===== src/rtl/alarm_output_driver.sv =====
// Alarm annunciator: registers the request code, runs an IDLE/ALERT/EMERG/HOLD FSM
// and drives a blinking LED pair plus a gated square-wave buzzer.
module alarm_output_driver #(
   parameter int unsigned TONE_DIV    = 25000,
   parameter int unsigned BLINK_DIV   = 12500000,
   parameter int unsigned HOLD_BLINKS = 4
) (
   input  logic       CLK_ROSHI,
   input  logic       reset,
   input  logic [2:0] Z,
   output logic       buzzer,
   output logic       led_alerta,
   output logic       led_emergencia,
   output logic [1:0] state
);

   typedef enum logic [1:0] {
      IDLE  = 2'b00,
      ALERT = 2'b01,
      EMERG = 2'b10,
      HOLD  = 2'b11
   } state_t;

   localparam logic [31:0] TONE_LAST  = 32'(TONE_DIV - 1);
   localparam logic [31:0] BLINK_LAST = 32'(BLINK_DIV - 1);
   localparam logic [31:0] HOLD_LAST  = 32'(HOLD_BLINKS - 1);

   state_t      state_reg;
   state_t      state_next;
   logic [2:0]  z_q;
   logic [31:0] blink_cnt;
   logic [31:0] tone_cnt;
   logic [31:0] hold_cnt;
   logic        blink_phase;
   logic        tone;
   logic        held_emerg;
   logic        blink_wrap;
   logic        tone_wrap;
   logic        entering;
   logic        tone_clear;

   assign blink_wrap = (blink_cnt == BLINK_LAST);
   assign tone_wrap  = (tone_cnt == TONE_LAST);
   assign entering   = (state_next != state_reg) && (state_next != IDLE);
   assign tone_clear = entering && ((state_next == ALERT) || (state_next == EMERG));
   assign state      = state_reg;

   // Next state and outputs; emergency bit always wins over the alert bit.
   always_comb begin
      state_next     = state_reg;
      buzzer         = 1'b0;
      led_alerta     = 1'b0;
      led_emergencia = 1'b0;
      case (state_reg)
         IDLE: begin
            if (z_q[0])
               state_next = EMERG;
            else if (z_q[1])
               state_next = ALERT;
         end
         ALERT: begin
            led_alerta = blink_phase;
            buzzer     = tone & z_q[2];
            if (z_q[0])
               state_next = EMERG;
            else if (z_q[1:0] == 2'b00)
               state_next = HOLD;
         end
         EMERG: begin
            led_emergencia = 1'b1;
            buzzer         = tone & z_q[2] & blink_phase;
            if (z_q[1:0] == 2'b00)
               state_next = HOLD;
         end
         HOLD: begin
            if (held_emerg)
               led_emergencia = 1'b1;
            else
               led_alerta = blink_phase;
            if (z_q[0])
               state_next = EMERG;
            else if (z_q[1])
               state_next = ALERT;
            else if (blink_wrap && (hold_cnt == HOLD_LAST))
               state_next = IDLE;
         end
         default: state_next = IDLE;
      endcase
   end

   always_ff @(posedge CLK_ROSHI or posedge reset) begin
      if (reset) begin
         z_q        <= 3'b000;
         state_reg  <= IDLE;
         held_emerg <= 1'b0;
      end else begin
         z_q       <= Z;
         state_reg <= state_next;
         if (state_next == EMERG)
            held_emerg <= 1'b1;
         else if (state_next == ALERT)
            held_emerg <= 1'b0;
      end
   end

   // Blink and hold counters restart on every entry into an active state.
   always_ff @(posedge CLK_ROSHI or posedge reset) begin
      if (reset) begin
         blink_cnt   <= 32'd0;
         blink_phase <= 1'b1;
         hold_cnt    <= 32'd0;
      end else if (entering) begin
         blink_cnt   <= 32'd0;
         blink_phase <= 1'b1;
         hold_cnt    <= 32'd0;
      end else begin
         if (blink_wrap) begin
            blink_cnt   <= 32'd0;
            blink_phase <= ~blink_phase;
         end else begin
            blink_cnt <= blink_cnt + 32'd1;
         end
         if ((state_reg == HOLD) && blink_wrap)
            hold_cnt <= hold_cnt + 32'd1;
      end
   end

   always_ff @(posedge CLK_ROSHI or posedge reset) begin
      if (reset) begin
         tone_cnt <= 32'd0;
         tone     <= 1'b0;
      end else if (tone_clear) begin
         tone_cnt <= 32'd0;
         tone     <= 1'b0;
      end else if (tone_wrap) begin
         tone_cnt <= 32'd0;
         tone     <= ~tone;
      end else begin
         tone_cnt <= tone_cnt + 32'd1;
      end
   end

endmodule


===== config.mk =====
export PLATFORM = sky130hd
export DESIGN_NAME = alarm_output_driver
export DESIGN_NICKNAME = d
export VERILOG_FILES = /design/src/rtl/alarm_output_driver.sv
export SDC_FILE = /design/constraint.sdc
export NUM_CORES = 1
export LEC_CHECK = 0
export CORE_MARGIN = 4
export CORE_UTILIZATION = 43
export CTS_BUF_LIST = sky130_fd_sc_hd__clkbuf_4 sky130_fd_sc_hd__clkbuf_8
export CTS_CLUSTER_SIZE = 40
export DETAILED_ROUTE_END_ITERATION = 12
export GPL_TIMING_DRIVEN = 0
export SYNTH_ARGS = -nofsm -noshare
export SYNTH_HDL_FRONTEND = slang
export SYNTH_SLANG_ARGS = --single-unit

===== constraint.sdc =====
create_clock -name CLK_ROSHI -period 8 [get_ports CLK_ROSHI]
set_input_delay 1.6 -clock CLK_ROSHI [delete_from_list [all_inputs] [get_ports CLK_ROSHI]]
set_output_delay 1.6 -clock CLK_ROSHI [all_outputs]
set_load 0.03 [all_outputs]

==> report_table.html <==
<table>
<tr><th>Metric</th><th>Value</th></tr>
<tr><th colspan="2">Status</th></tr>
<tr><td>Outcome</td><td>finished clean</td></tr>
<tr><th colspan="2">Yosys</th></tr>
<tr><td>FF+latch count, synth</td><td>104</td></tr>
<tr><td>Warnings, synthesis</td><td>0</td></tr>
<tr><td>Top-area cell type share of the netlist area</td><td>0.461</td></tr>
<tr><td>Post-Synth XOR/XNOR Area</td><td>0.146</td></tr>
<tr><td>Mux contribution to synthesized area</td><td>0.00380</td></tr>
<tr><td>Gate Count Post-Synth</td><td>601</td></tr>
<tr><td>Portion of the post-synthesis area used by sequential elements</td><td>0.465</td></tr>
<tr><td>Ranking of synthesized cells by area</td><td>sky130_fd_sc_hd__dfrtp_1 (46%), sky130_fd_sc_hd__xnor2_1 (10%), sky130_fd_sc_hd__nor2_1 (8.1%)</td></tr>
<tr><td>Synth Area in Simple Gates</td><td>0.301</td></tr>
<tr><td>Post-synth EDFFs</td><td>0</td></tr>
<tr><td>Share of synthesized registers carrying an async set or reset</td><td>1.00</td></tr>
<tr><td>Average size of a mapped cell</td><td>9.31 um^2</td></tr>
<tr><td>Main flop type after synthesis</td><td>sky130_fd_sc_hd__dfrtp_1</td></tr>
<tr><td>Cell area after synthesis</td><td>0.00559 mm^2</td></tr>
<tr><td>Combinational family with the most area after synthesis</td><td>simple AND/OR/NAND/NOR gates</td></tr>
<tr><td>Largest area contributor in the synthesized netlist</td><td>sky130_fd_sc_hd__dfrtp_1</td></tr>
<tr><td>Synth top cells by count</td><td>sky130_fd_sc_hd__nor2_1 (120), sky130_fd_sc_hd__dfrtp_1 (103), sky130_fd_sc_hd__xnor2_1 (66), sky130_fd_sc_hd__nand3_1 (38), sky130_fd_sc_hd__nand2_1 (35)</td></tr>
<tr><td>Number of nets produced by synthesis</td><td>615</td></tr>
<tr><td>Compound-cell area share of the yosys netlist</td><td>0.0331</td></tr>
<tr><td>Number of distinct library cell variants in the gate-level netlist after synthesis</td><td>54</td></tr>
<tr><td>Most frequently used cell type in the post-synthesis netlist</td><td>sky130_fd_sc_hd__nor2_1</td></tr>
<tr><td>Share of synthesized cell area in full adder, half adder and majority cells</td><td>0.0201</td></tr>
<tr><th colspan="2">Floorplan</th></tr>
<tr><td>Number of standard-cell rows in the floorplan</td><td>41</td></tr>
<tr><td>Vertical die dimension</td><td>122 um</td></tr>
<tr><td>Starting density of the core</td><td>0.441</td></tr>
<tr><td>Die area</td><td>0.0149 mm^2</td></tr>
<tr><td>Total I/O pin count</td><td>10</td></tr>
<tr><td>Core Box Area</td><td>0.0127 mm^2</td></tr>
<tr><td>Die boundary width</td><td>122 um</td></tr>
<tr><th colspan="2">Timing</th></tr>
<tr><td>Final clock period utilization by the worst path</td><td>0.522</td></tr>
<tr><td>Slew of the pin with the lowest slew margin</td><td>0.958 ns</td></tr>
<tr><td>RSZ-0062 raised after global routing</td><td>no</td></tr>
<tr><td>Accumulated negative setup slack</td><td>0 ns</td></tr>
<tr><td>Peak Freq</td><td>239 MHz</td></tr>
<tr><td>Final critical-path required period</td><td>4.18 ns</td></tr>
<tr><td>Final hold vios</td><td>0</td></tr>
<tr><td>Final number of setup-violating endpoints</td><td>0</td></tr>
<tr><td>Clock skew</td><td>0.0162 ns</td></tr>
<tr><td>Slew Viols, Final</td><td>0</td></tr>
<tr><td>Worst Hold Margin</td><td>0.472 ns</td></tr>
<tr><td>Relative slew margins</td><td>0.356</td></tr>
<tr><th colspan="2">Global route</th></tr>
<tr><td>Antenna violations before repair</td><td>0</td></tr>
<tr><td>Met1 demand-to-capacity share in global routing</td><td>0.231</td></tr>
<tr><td>GR Util All Layers</td><td>0.171</td></tr>
<tr><td>Most Crowded Layer GR</td><td>met2</td></tr>
<tr><td>Vias in the first global route</td><td>4277</td></tr>
<tr><td>Final global-route overflow total</td><td>0</td></tr>
<tr><td>Met2 usage</td><td>0.271</td></tr>
<tr><td>Pin count of the biggest net entering global routing</td><td>58</td></tr>
<tr><td>GRT met3 Usage</td><td>0.0371</td></tr>
<tr><td>Global-route wire length before repair</td><td>20600 um</td></tr>
<tr><th colspan="2">Power</th></tr>
<tr><td>Power density over the cells</td><td>242 mW/mm^2</td></tr>
<tr><td>Switching power of the nets</td><td>0.594 mW</td></tr>
<tr><td>Overall power of the completed layout</td><td>1.49 mW</td></tr>
<tr><td>Clock network power share</td><td>0.236</td></tr>
<tr><td>Switching part of the total power</td><td>0.399</td></tr>
<tr><td>Internal power summed over all cells</td><td>0.894 mW</td></tr>
<tr><td>Leak Pwr</td><td>2.44 nW</td></tr>
<tr><td>Proportion of power drawn by combinational gates</td><td>0.371</td></tr>
<tr><td>Max IR drop VDD</td><td>0.117 mV</td></tr>
<tr><td>Sequential power share</td><td>0.393</td></tr>
<tr><th colspan="2">Finish</th></tr>
<tr><td>Non-filler cells in the finished layout</td><td>799</td></tr>
<tr><td>Diode insertion count for antenna repair</td><td>0</td></tr>
<tr><td>Final cell area excluding filler cells</td><td>0.00615 mm^2</td></tr>
<tr><td>Fill cell total of the finished layout</td><td>1265</td></tr>
<tr><td>Area delta synth-&gt;final</td><td>9.86%</td></tr>
<tr><td>Ratio of cells with drive above 1 in the final layout</td><td>0.0670</td></tr>
<tr><td>Largest registers</td><td>blink_cnt (32), hold_cnt (32), tone_cnt (32)</td></tr>
<tr><td>Final net count</td><td>636</td></tr>
<tr><th colspan="2">Detailed routing</th></tr>
<tr><td>DRC violation count after routing</td><td>0</td></tr>
<tr><td>Initial DRC count</td><td>262</td></tr>
<tr><td>Number of antenna-violating nets in the routed design</td><td>0</td></tr>
<tr><td>Routed wire length</td><td>11500 um</td></tr>
<tr><td>Via count normalized by instance count</td><td>5.28</td></tr>
<tr><td>Drt wl/cell</td><td>14.4 um</td></tr>
<tr><td>Count of TritonRoute iterations in the first routing pass</td><td>4</td></tr>
<tr><td>Total via count in the routed design</td><td>4219</td></tr>
<tr><th colspan="2">Critical path</th></tr>
<tr><td>Origin of the worst setup path</td><td>state[0]</td></tr>
<tr><td>Critical R2R Launch</td><td>blink_cnt[0]</td></tr>
<tr><td>Crit path max fanout</td><td>10</td></tr>
<tr><td>Critical Setup Path Class</td><td>reg2out</td></tr>
<tr><td>Category of the worst setup path launch point</td><td>flop</td></tr>
<tr><td>Data required, critical path</td><td>6.40 ns</td></tr>
<tr><td>Worst setup EP type</td><td>primary output</td></tr>
<tr><td>Signal arrival time at the worst endpoint</td><td>2.58 ns</td></tr>
<tr><th colspan="2">Worst hold path</th></tr>
<tr><td>Hold path start</td><td>tone_cnt[0]</td></tr>
<tr><td>Worst hold-check path type</td><td>reg2reg</td></tr>
<tr><th colspan="2">Clocking</th></tr>
<tr><td>Clk sinks</td><td>104</td></tr>
<tr><td>Clock edge transition at the registers on the reported setup and hold paths</td><td>0.10 ns</td></tr>
<tr><td>Number of buffers created by CTS</td><td>9</td></tr>
<tr><td>Clock root buffer master</td><td>sky130_fd_sc_hd__clkbuf_8</td></tr>
<tr><td>Gates resized, CTS repair</td><td>0</td></tr>
<tr><td>Total number of H-tree levels</td><td>3</td></tr>
<tr><td>Clock latency reported for the late side of the worst-skew pair</td><td>0.38 ns</td></tr>
<tr><td>Clock tree from TritonCTS</td><td>yes</td></tr>
<tr><td>Hold-fix buffers at CTS</td><td>0</td></tr>
<tr><td>Post-CTS setup-driven buffer insertion count</td><td>0</td></tr>
<tr><td>Buffers from clock root to sink, at most</td><td>2</td></tr>
<tr><th colspan="2">Placed design</th></tr>
<tr><td># port buffers</td><td>9</td></tr>
<tr><td>Half-perimeter wire length of the detailed placement result</td><td>8280 um</td></tr>
<tr><td>Placed instance area</td><td>0.00593 mm^2</td></tr>
<tr><td>Final Wtd Congestion</td><td>0.816</td></tr>
<tr><td>Placed Cells incl. Taps</td><td>783</td></tr>
<tr><th colspan="2">Flow run</th></tr>
<tr><td>Number of violations of the max-capacitance limit</td><td>0</td></tr>
</table>
critical path, cell delays in order (launching register included):
cell and delay (ns):
sky130_fd_sc_hd__dfrtp_1 0.49, sky130_fd_sc_hd__ha_1 0.31, sky130_fd_sc_hd__clkbuf_1 0.42, sky130_fd_sc_hd__nor2b_1 0.20
sky130_fd_sc_hd__o21a_1 0.12, sky130_fd_sc_hd__clkdlybuf4s50_1 0.67
metal layers:
metal | vias up | routed length (um)
met4 | 0 | 223
met3 | 18 | 295
met2 | 41 | 5440
met5 | - | 0
met1 | 2041 | 5550
li1 | 2119 | -
power by group through the flow:
stage | combinational [mW] | sequential (mW) | clock [mW]
global placement | 0.549 | 0.594 | 0
global route | 0.620 | 0.590 | 0.388
floorplan | 0.389 | 0.596 | 0
finish | 0.551 | 0.585 | 0.352
CTS | 0.565 | 0.585 | 0.365
detailed placement | 0.562 | 0.595 | 0
layout by cell type (no fill, tap or decap), drive strengths merged, types with 2 or more instances in the layout:
cell	n
clkinv	2
nand4	28
inv	22
nand2b	2
clkbuf	23
a21oi	3
nand3	38
nor3b	5
and3	11
nor2b	2
and2	2
o21a	2
a211oi	2
buf	9
xor2	27
nor3	33
xnor2	66
a21o	2
and4	8
o211ai	3
nor4b	4
or4	3
nor4	27
ha	9
nand3b	2
o21ai	2
nand2	35
o31ai	2
dfrtp	103
clkdlybuf4s50	9
nor2	123
worst paths after layout:
kind	slack [ns]	cells past startpoint	to
max	3.82	5	led_alerta
min	0.47	1	tone_cnt[0]
max reg2reg	4.49	12	tone_cnt[14]
min reg2reg	0.47	1	tone_cnt[0]
max in group asynchronous	5.66	3	hold_cnt[16]
min in group asynchronous	1.65	2	blink_cnt[4]
area by class of cell:
cell class / count / area, um^2 / share of cell area
Sequential cell: 104 / 2600 / 0.424
Timing Repair Buffer: 10 / 118 / 0.0191
Clock inverter: 4 / 51.3 / 0.00835
Tap cell: 172 / 215 / 0.0350
Inverter: 22 / 85.1 / 0.0138
Buffer: 19 / 92.6 / 0.0151
Clock buffer: 12 / 165 / 0.0269
Multi-Input combinational cell: 456 / 2820 / 0.458
through the flow:
step	util	setup slack, ns
global placement	0.466	2.04
global route	0.485	3.60
detailed placement	0.468	4.22
finish	0.485	3.82
floorplan	-	3.67
CTS	0.485	3.78
cell families after synthesis:
| group | after synthesis |
|---|---|
| AOI/OAI and AO/OA | 24 |
| xor gates and xnor gates | 93 |
| muxes | 2 |
| and+or+nand+nor | 328 |
| DFF | 104 |
| adders and majority gates | 9 |
| buffers and inverters | 41 |
Power figures use the tool's default switching activity.
